[config.mk]
export PLATFORM = sky130hd
export DESIGN_NAME = ahb_bus_arbiter
export DESIGN_NICKNAME = d
export VERILOG_FILES = /design/src/rtl/ahb_arb_pkg.sv /design/src/rtl/rr_picker.sv /design/src/rtl/ahb_bus_arbiter.sv
export SDC_FILE = /design/constraint.sdc
export NUM_CORES = 1
export LEC_CHECK = 0
export BUFFER_PORTS_ARGS = -buffer_cell sky130_fd_sc_hd__buf_4
export CAP_MARGIN = 30
export CORE_MARGIN = 2
export CORE_UTILIZATION = 54
export CTS_BUF_LIST = sky130_fd_sc_hd__clkbuf_16
export DETAILED_ROUTE_END_ITERATION = 10
export PLACE_DENSITY_LB_ADDON = 0.05
export SLEW_MARGIN = 30
export SYNTH_ARGS = -nofsm -noshare
export SYNTH_HDL_FRONTEND = slang
export SYNTH_SLANG_ARGS = --single-unit
[constraint.sdc]
create_clock -name Hclk -period 2.8 [get_ports Hclk]
set_input_delay 0.14 -clock Hclk [delete_from_list [all_inputs] [get_ports Hclk]]
set_output_delay 0.14 -clock Hclk [all_outputs]
set_load 0.01 [all_outputs]
[src/rtl/ahb_arb_pkg.sv]
// rtl/ahb_arb_pkg.sv - shared Htrans encodings and helpers for the AHB bus arbiter
//
// Purpose: Htrans type and encodings, the maximum supported master count,
//          and a one-hot to index conversion used to locate the granted master.
// Ports:   none (package)

package ahb_arb_pkg;

  typedef logic [1:0] htrans_t;

  localparam htrans_t HTRANS_IDLE   = 2'b00;
  localparam htrans_t HTRANS_BUSY   = 2'b01;
  localparam htrans_t HTRANS_NONSEQ = 2'b10;
  localparam htrans_t HTRANS_SEQ    = 2'b11;

  localparam int MAX_MASTERS = 8;

  // Index of the set bit; the grant vector is kept one-hot, so at most one
  // bit is ever set here.
  function automatic int onehot_to_idx(input logic [MAX_MASTERS-1:0] oh);
    int idx;
    idx = 0;
    for (int i = 0; i < MAX_MASTERS; i++) begin
      if (oh[i]) idx = i;
    end
    return idx;
  endfunction

endpackage

[src/rtl/rr_picker.sv]
// rtl/rr_picker.sv - combinational round-robin request picker
//
// Purpose: searches req from ptr+1 upward, wrapping modulo N, so the master
//          at ptr is considered last.
// Ports:
//   req   in  N      request vector
//   ptr   in  IDX_W  index of the current owner
//   gnt   out N      one-hot winner (all zero when no request)
//   valid out 1      at least one request present

module rr_picker #(
  parameter int N     = 4,
  parameter int IDX_W = $clog2(N)
) (
  input  logic [N-1:0]     req,
  input  logic [IDX_W-1:0] ptr,
  output logic [N-1:0]     gnt,
  output logic             valid
);

  logic [IDX_W-1:0] idx;

  always_comb begin
    gnt   = '0;
    valid = 1'b0;
    idx   = '0;
    for (int k = 1; k <= N; k++) begin
      idx = IDX_W'((int'(ptr) + k) % N);
      if (!valid && req[idx]) begin
        gnt[idx] = 1'b1;
        valid    = 1'b1;
      end
    end
  end

endmodule

[src/rtl/ahb_bus_arbiter.sv]
// rtl/ahb_bus_arbiter.sv - round-robin AHB arbiter in front of the AHB-to-APB bridge
//
// Purpose: one-hot registered Hgrant with round-robin rotation at legal AHB
//          transfer boundaries; Hmaster/Hmastlock follow Hgrant on Hready.
// Optional: define ARB_TIMEOUT_EN to force rotation after MAX_BEATS accepted
//           beats of one tenure.
// Ports:
//   Hclk      in  1            bus clock
//   Hreset    in  1            synchronous active-high reset
//   Hbusreq   in  NUM_MASTERS  per-master bus request
//   Hlock     in  NUM_MASTERS  per-master locked-transfer request
//   Htrans    in  2            Htrans of the address-phase owner
//   Hready    in  1            Hready_out from the bridge
//   Hgrant    out NUM_MASTERS  registered one-hot grant
//   Hmaster   out clog2(N)     address-phase owner index
//   Hmastlock out 1            current address phase is locked

module ahb_bus_arbiter
  import ahb_arb_pkg::*;
#(
  parameter int NUM_MASTERS    = 4,
  parameter int DEFAULT_MASTER = 0,
  parameter int MAX_BEATS      = 16
) (
  input  logic                           Hclk,
  input  logic                           Hreset,
  input  logic [NUM_MASTERS-1:0]         Hbusreq,
  input  logic [NUM_MASTERS-1:0]         Hlock,
  input  logic [1:0]                     Htrans,
  input  logic                           Hready,
  output logic [NUM_MASTERS-1:0]         Hgrant,
  output logic [$clog2(NUM_MASTERS)-1:0] Hmaster,
  output logic                           Hmastlock
);

  localparam int IDX_W = $clog2(NUM_MASTERS);
  localparam logic [NUM_MASTERS-1:0] DEF_OH = NUM_MASTERS'(1) << DEFAULT_MASTER;

  if (NUM_MASTERS < 2 || NUM_MASTERS > MAX_MASTERS) begin : g_bad_num_masters
    $error("ahb_bus_arbiter: NUM_MASTERS must be 2..8");
  end
  if (DEFAULT_MASTER < 0 || DEFAULT_MASTER >= NUM_MASTERS) begin : g_bad_default
    $error("ahb_bus_arbiter: DEFAULT_MASTER out of range");
  end
  if (MAX_BEATS < 1) begin : g_bad_max_beats
    $error("ahb_bus_arbiter: MAX_BEATS must be at least 1");
  end

  htrans_t                trans;
  logic [NUM_MASTERS-1:0] grant_q, grant_d;
  logic [IDX_W-1:0]       master_q, master_d;
  logic                   mastlock_q, mastlock_d;
  logic [IDX_W-1:0]       grant_idx;
  logic                   owner_req, owner_lock;
  logic                   timeout_ok, arb_ok;
  logic [NUM_MASTERS-1:0] pick_gnt;
  logic                   pick_valid;

  assign trans = Htrans;

  always_comb begin
    grant_idx  = IDX_W'(onehot_to_idx(MAX_MASTERS'(grant_q)));
    owner_req  = Hbusreq[grant_idx];
    owner_lock = Hlock[grant_idx];
  end

  rr_picker #(
    .N     (NUM_MASTERS),
    .IDX_W (IDX_W)
  ) u_picker (
    .req   (Hbusreq),
    .ptr   (grant_idx),
    .gnt   (pick_gnt),
    .valid (pick_valid)
  );

`ifdef ARB_TIMEOUT_EN
  localparam int CNT_W = $clog2(MAX_BEATS + 1);

  logic [CNT_W-1:0] tenure_q, tenure_d;
  logic             others_req;

  // Rotation is forced only at a burst start or idle slot, so a running
  // burst is never cut in the middle.
  always_comb begin
    others_req = |(Hbusreq & ~grant_q);
    timeout_ok = Hready && (tenure_q >= CNT_W'(MAX_BEATS)) &&
                 (trans == HTRANS_IDLE || trans == HTRANS_NONSEQ) &&
                 others_req && !owner_lock;
  end

  always_comb begin
    tenure_d = tenure_q;
    if (grant_d != grant_q) begin
      tenure_d = '0;
    end else if (Hready && trans[1] && tenure_q < CNT_W'(MAX_BEATS)) begin
      tenure_d = tenure_q + 1'b1;
    end
  end

  always_ff @(posedge Hclk) begin
    if (Hreset) tenure_q <= '0;
    else        tenure_q <= tenure_d;
  end
`else
  assign timeout_ok = 1'b0;
`endif

  // A requesting owner keeps the bus until it goes IDLE; a locked requesting
  // owner keeps it regardless of Htrans.
  always_comb begin
    arb_ok = (Hready && !(owner_lock && owner_req) && trans != HTRANS_BUSY &&
              (!owner_req || trans == HTRANS_IDLE)) || timeout_ok;
  end

  always_comb begin
    grant_d    = grant_q;
    master_d   = master_q;
    mastlock_d = mastlock_q;
    if (arb_ok) begin
      grant_d = pick_valid ? pick_gnt : DEF_OH;
    end
    if (Hready) begin
      master_d   = grant_idx;
      mastlock_d = owner_lock;
    end
  end

  always_ff @(posedge Hclk) begin
    if (Hreset) begin
      grant_q    <= DEF_OH;
      master_q   <= IDX_W'(DEFAULT_MASTER);
      mastlock_q <= 1'b0;
    end else begin
      grant_q    <= grant_d;
      master_q   <= master_d;
      mastlock_q <= mastlock_d;
    end
  end

  assign Hgrant    = grant_q;
  assign Hmaster   = master_q;
  assign Hmastlock = mastlock_q;

endmodule

==> impl_metrics.json, run 1 <==
{
  "antenna_found_initial": 0,
  "yosysWarnings": 0,
  "worstPathRequired_ns": 2.94,
  "timing.critical_path.buf_inv": 1,
  "rrSetupSlack_ns": 0.37,
  "synth_cell_types": 41,
  "fmaxAchievable_mhz": 412,
  "portBuffers": 19,
  "clockBufferDepth": 2,
  "drt-initial-drc-count": 38,
  "die_area_sq_mm": 0.00215,
  "whs_path_depth": 2,
  "synth_ff_type": "dfxtp_1",
  "antenna_cells": 0,
  "netlist.area_leader.share": 0.145,
  "power_density_mw_per_mm2": 835,
  "gp_congestion": 0.953,
  "clkTransAtPathRegs_ns": 0.04,
  "met2_usage": 0.408,
  "path_max_fanout": 8,
  "tns_ns": 0,
  "fp.dieH_um": 46.3,
  "skew_ns": 0.000357,
  "clock-sinks": 7,
  "drc": 0,
  "cpMaxStageDelayCell": "dfxtp_1",
  "cts_tree": "yes",
  "multi_input_comb_area_sq_um": 738,
  "holdCritStartpoint": "Hreset",
  "async_flop_share": 0,
  "fillerInstances": 140,
  "ir_drop_mv": 0.499,
  "synth.largest_area_cell": "dfxtp_1",
  "seqCellArea_sq_um": 140,
  "num_vias": 1010,
  "critPathLaunchType": "flop",
  "finalWirelength_um": 2500,
  "grt_pass1_wl_um": 3900,
  "hold_buffers": 0,
  "vias_per_cell": 6.05,
  "grt_use_met1": 0.353,
  "area_growth_pct": 24.3,
  "final_cell_mix": "buf_4 (23), inv_1 (11), nor2_1 (10), ha_1 (8), dfxtp_1 (7)",
  "r2r_cells": 9,
  "maxSlewHeadroom": 0.712,
  "seq_area_frac_synth": 0.145,
  "grt.total_usage": 0.255,
  "dp_hpwl_um": 1870,
  "drtPass1Iterations": 4,
  "grt_pass1_vias": 867,
  "layout.nets": 164,
  "synthCells": 123,
  "period_share": 0.867,
  "setup_viol": 0,
  "place_area_sq_mm": 0.00112,
  "hold_violations": 0,
  "cpMostUsedCell": "nand4_1",
  "max_slew.worst_pin.slew_ns": 0.429,
  "netlist_top_cells_area": "dfxtp_1 (14%), ha_1 (10%), a22o_1 (4.5%), inv_1 (3.9%), nand4_1 (3.9%)",
  "ys_ff_latch": 7,
  "crit_chain": "nor2b_1, nor2_1, inv_1, ha_1, or3b_1, nand4_1, nand4_1, and3_1, a32oi_1",
  "cts_made_buffers": 3,
  "rsz0062_at_grt": "false",
  "worstReg2RegStart": "Hgrant[2]$_SDFFE_PP0P_",
  "synth-edff-count": 0,
  "grt_max_degree": 14,
  "leakagePower_nw": 0.509,
  "initial_core_util": 0.566,
  "crit_type": "flop to flop",
  "cts_max_level": 1,
  "final_common_cell": "buf_4",
  "routedWlPerCell_um": 15.0,
  "top_usage_layer": "met2",
  "fp.dieW_um": 46.3,
  "grt-ovfl-total": 0,
  "postCtsSetupBuffers": 0,
  "reg2reg_to": "Hgrant[0]$_SDFFE_PP1P_",
  "cp-end-kind": "flop",
  "cp_top_family": "simple AND/OR/NAND/NOR gates",
  "holdPathEnd": "Hmaster[1]$_SDFFE_PP0P_",
  "fin_crit_ns": 2.43,
  "drv_slew": 0,
  "synthesis.area_sq_um": 967,
  "met3_usage": 0.0353,
  "outcome": "finished clean",
  "cts-resized-gates": 0,
  "hold_path_class": "primary input to flop",
  "worst_ep_arrival_time_ns": 2.57,
  "ant_nets": 0,
  "cp_slowest_stage_delay_ns": 0.47,
  "io_pins": 20,
  "syn_area_per_cell_sq_um": 7.86,
  "rows": 15,
  "hold_slack_ns": 0.117,
  "drv_cap": 0,
  "synth_fp_nets": 144,
  "design.core.area_sq_mm": 0.00171,
  "clock_latency_ns": 0.23,
  "cts-root-buf": "clkbuf_16",
  "drive_above_1_share": 0.246,
  "final_area_sq_mm": 0.00120
}
## logic make-up (layout without fill, tap and decap cells)
kind of cell	after synthesis	after routing	share of synthesized area
AND/OR/NAND/NOR	50	50	0.312
adder cells (fa/ha/maj)	8	8	0.103
flip-flops	7	7	0.145
multiplexers	4	4	0.0427
AO/OA/AOI/OAI	35	35	0.305
buffers and inverters	19	38	0.0918
## cell usage after synthesis, types with 2 or more instances
master and instances:
o2111ai_1 3, nor2_1 10, or3b_1 2, buf_2 5, nand3_1 4, inv_1 10
dfxtp_1 7, o221ai_1 2, nand4_1 6, nand3b_1 4, a211oi_1 3, a211o_1 3
nand2b_1 5, a2111oi_0 3, a21oi_1 4, o21ai_1 4, a22o_1 5, nor3b_1 3
nor2b_1 4, nand2_1 6, mux2i_1 3, ha_1 8
## where the power goes
part,switching [mW],internal (mW)
combinational,0.360,0.262
clock,0.0507,0.185
sequential,0.0254,0.121
## layout make-up
class | instances | share of cell area
clock buffer | 3 | 0.0624
sequential | 7 | 0.117
tap | 25 | 0.0260
clock inverter | 1 | 0.00312
timing repair buffer | 23 | 0.144
inverter | 11 | 0.0343
multi-input combinational | 97 | 0.614
## worst max-delay path by stage
stage,depth (start not counted),startpoint,to,slack [ns]
CTS,9,Hgrant[2]$_SDFFE_PP0P_,Hgrant[0]$_SDFFE_PP1P_,0.40
global placement,9,Hgrant[2]$_SDFFE_PP0P_,Hgrant[2]$_SDFFE_PP0P_,0.51
floorplan,10,Hgrant[1]$_SDFFE_PP0P_,Hgrant[2]$_SDFFE_PP0P_,0.36
global route,9,Hgrant[2]$_SDFFE_PP0P_,Hgrant[0]$_SDFFE_PP1P_,0.19
finish,9,Hgrant[2]$_SDFFE_PP0P_,Hgrant[0]$_SDFFE_PP1P_,0.37
detailed placement,9,Hgrant[2]$_SDFFE_PP0P_,Hgrant[1]$_SDFFE_PP0P_,0.42
## worst register-to-register path, cell delays in order (launching register included)
cell and delay (ns):
dfxtp_1 0.47, nor2b_1 0.13, nor2_1 0.14, inv_1 0.11, ha_1 0.40, or3b_1 0.37, nand4_1 0.18, nand4_1 0.14
and3_1 0.19, a32oi_1 0.21
## sequential cells by signal, indices dropped and copies added (netlist names)
register and cells:
Hgrant 4, Hmaster 2, Hmastlock 1
## routing by layer
layer / vias up / share of wire
li1: 498 / -
met1: 463 / 0.46
met2: 45 / 0.47
met3: 4 / 0.063
met4: 0 / 0.010
met5: - / 0
## stage by stage
step / setup WS, ns / util / std cells / power [mW]
2_1_floorplan: 0.358 / - / 123 / 0.592
3_3_place_gp: 0.512 / 0.658 / 163 / 0.748
3_5_place_dp: 0.423 / 0.658 / 163 / 0.752
4_1_cts: 0.405 / 0.704 / 167 / 0.993
5_1_grt: 0.194 / 0.704 / 167 / 1.07
6_report: 0.371 / 0.704 / 167 / 1.00
(Power assumes the default switching activity.)
==> run 2: changes to the inputs <==
--- a/config.mk
+++ b/config.mk
@@ -7,8 +7,11 @@
 export LEC_CHECK = 0
 export BUFFER_PORTS_ARGS = -buffer_cell sky130_fd_sc_hd__buf_4
 export CAP_MARGIN = 30
+export CELL_PAD_IN_SITES_DETAIL_PLACEMENT = 1
+export CELL_PAD_IN_SITES_GLOBAL_PLACEMENT = 1
+export CORE_ASPECT_RATIO = 1.4
 export CORE_MARGIN = 2
-export CORE_UTILIZATION = 54
+export CORE_UTILIZATION = 39
 export CTS_BUF_LIST = sky130_fd_sc_hd__clkbuf_16
 export DETAILED_ROUTE_END_ITERATION = 10
 export PLACE_DENSITY_LB_ADDON = 0.05
==> impl_metrics.json, run 2 (same netlist as run 1, synthesis figures left out) <==
{
  "dp_hpwl_um": 2430,
  "design.core.area_sq_mm": 0.00236,
  "r2r_cells": 8,
  "antenna_found_initial": 0,
  "outcome": "finished clean",
  "leakagePower_nw": 0.505,
  "crit_type": "flop to flop",
  "skew_ns": 0.00273,
  "critPathLaunchType": "flop",
  "grt_pass1_wl_um": 5070,
  "pwr-share-seq": 0.141,
  "cts-root-buf": "clkbuf_16",
  "grt_max_degree": 14,
  "fmaxAchievable_mhz": 397,
  "seqCellArea_sq_um": 140,
  "postCtsSetupBuffers": 0,
  "portBuffers": 19,
  "max_slew.worst_pin.slew_ns": 0.477,
  "worst_ep_arrival_time_ns": 2.70,
  "cts-resized-gates": 0,
  "hold_buffers": 0,
  "path_max_fanout": 10,
  "internal_power_mw": 0.562,
  "antenna_cells": 0,
  "layout.nets": 163,
  "rsz0062_at_grt": "false",
  "num_vias": 980,
  "worstPathRequired_ns": 2.98,
  "drc": 0,
  "cts_made_buffers": 3,
  "initial_core_util": 0.409,
  "cts_tree": "yes",
  "power_frac_clock": 0.239,
  "final_cell_mix": "buf_4 (22), inv_1 (11), nor2_1 (9), ha_1 (8), dfxtp_1 (7)",
  "grt-ovfl-total": 0,
  "clock-sinks": 7,
  "area_growth_pct": 23.5,
  "whs_path_depth": 2,
  "place_area_sq_mm": 0.00111,
  "worstReg2RegStart": "Hgrant[3]$_SDFFE_PP0P_",
  "fillerInstances": 294,
  "cp-end-kind": "flop",
  "clkTransAtPathRegs_ns": 0.04,
  "fin_crit_ns": 2.52,
  "ir_drop_mv": 0.380,
  "dp_worst_setup_slack_ns": 0.187,
  "comb_power_share": 0.620,
  "maxSlewHeadroom": 0.679,
  "routedWlPerCell_um": 18.2,
  "die_area_sq_mm": 0.00290,
  "cpMaxStageDelayCell": "dfxtp_1",
  "hold_violations": 0,
  "drv_slew": 0,
  "clockBufferDepth": 2,
  "setup_viol": 0,
  "fp.dieH_um": 62.9,
  "multi_input_comb_area_sq_um": 741,
  "grt.total_usage": 0.238,
  "holdPathEnd": "Hmastlock$_SDFFE_PP0P_",
  "final_util": 0.505,
  "dp_cells": 160,
  "clock_latency_ns": 0.23,
  "final_cells": 164,
  "p_sw_frac": 0.447,
  "reg2reg_to": "Hgrant[2]$_SDFFE_PP0P_",
  "p_switching_mw": 0.453,
  "cp_slowest_stage_delay_ns": 0.43,
  "io_pins": 20,
  "setup_slack_ns": 0.281,
  "finalWirelength_um": 2990,
  "finalPower_mw": 1.02,
  "drtPass1Iterations": 3,
  "tns_ns": 0,
  "ant_nets": 0,
  "period_share": 0.900,
  "drive_above_1_share": 0.248,
  "grt_pass1_vias": 1031,
  "final_area_sq_mm": 0.00119,
  "power_density_mw_per_mm2": 849,
  "largest_register_ffs": 4,
  "drt-initial-drc-count": 14,
  "rrSetupSlack_ns": 0.28,
  "fp.dieW_um": 46.1,
  "crit_chain": "nor2_4, inv_2, ha_1, nand2b_1, a211o_1, and2_1, o2111ai_1, a22o_1",
  "gp_congestion": 0.856,
  "final_common_cell": "buf_4",
  "holdCritStartpoint": "Hreset",
  "vias_per_cell": 5.98,
  "rows": 21,
  "cts_max_level": 1,
  "drv_cap": 0,
  "hold_slack_ns": 0.113,
  "hold_path_class": "primary input to flop"
}
## run 2: cell types whose count changed in the layout (fill, tap and decap cells not counted)
cell / previous run / this run
nor2_2: 0 / 1
buf_4: 23 / 22
nor2_1: 10 / 9
## run 2: power groups by stage
| stage | clock, mW | sequential, mW | combinational, mW |
|---|---|---|---|
| after floorplan | 0 | 0.151 | 0.441 |
| final | 0.243 | 0.143 | 0.629 |
| after global routing | 0.254 | 0.145 | 0.710 |
| after CTS | 0.244 | 0.143 | 0.631 |
| after global placement | 0 | 0.142 | 0.617 |
| after detailed placement | 0 | 0.144 | 0.626 |
## run 2: layer usage
layer	track usage	wire length, um
met1	0.289	1230
met5	0	0
met2	0.417	1640
met4	0.0750	37
met3	0.0173	83
## run 2: area by class of cell
type                            count  area share
Multi-Input combinational cell     97       0.620
Timing Repair Buffer               22       0.138
Sequential cell                     7       0.117
Clock buffer                        3      0.0628
Inverter                           11      0.0346
Tap cell                           23      0.0241
Clock inverter                      1     0.00314
## run 2: how the worst max path moves through the flow
stage,from,endpoint,slack (ns),depth (start not counted)
2_1_floorplan,Hgrant[1]$_SDFFE_PP0P_,Hgrant[2]$_SDFFE_PP0P_,0.36,10
3_3_place_gp,Hgrant[2]$_SDFFE_PP0P_,Hgrant[2]$_SDFFE_PP0P_,0.30,9
6_report,Hgrant[3]$_SDFFE_PP0P_,Hgrant[2]$_SDFFE_PP0P_,0.28,8
5_1_grt,Hgrant[3]$_SDFFE_PP0P_,Hgrant[2]$_SDFFE_PP0P_,0.11,8
4_1_cts,Hgrant[2]$_SDFFE_PP0P_,Hgrant[2]$_SDFFE_PP0P_,0.16,9
3_5_place_dp,Hgrant[2]$_SDFFE_PP0P_,Hgrant[2]$_SDFFE_PP0P_,0.19,9
## run 2: worst max-delay path: cells and delay by family, from the launching register on
| kind | cells | cell delay, ns |
|---|---|---|
| AOI/OAI and AO/OA | 3 | 0.75 |
| and+or+nand+nor | 3 | 0.72 |
| DFF | 1 | 0.43 |
| adders and majority gates | 1 | 0.39 |
| buffers and inverters | 1 | 0.17 |
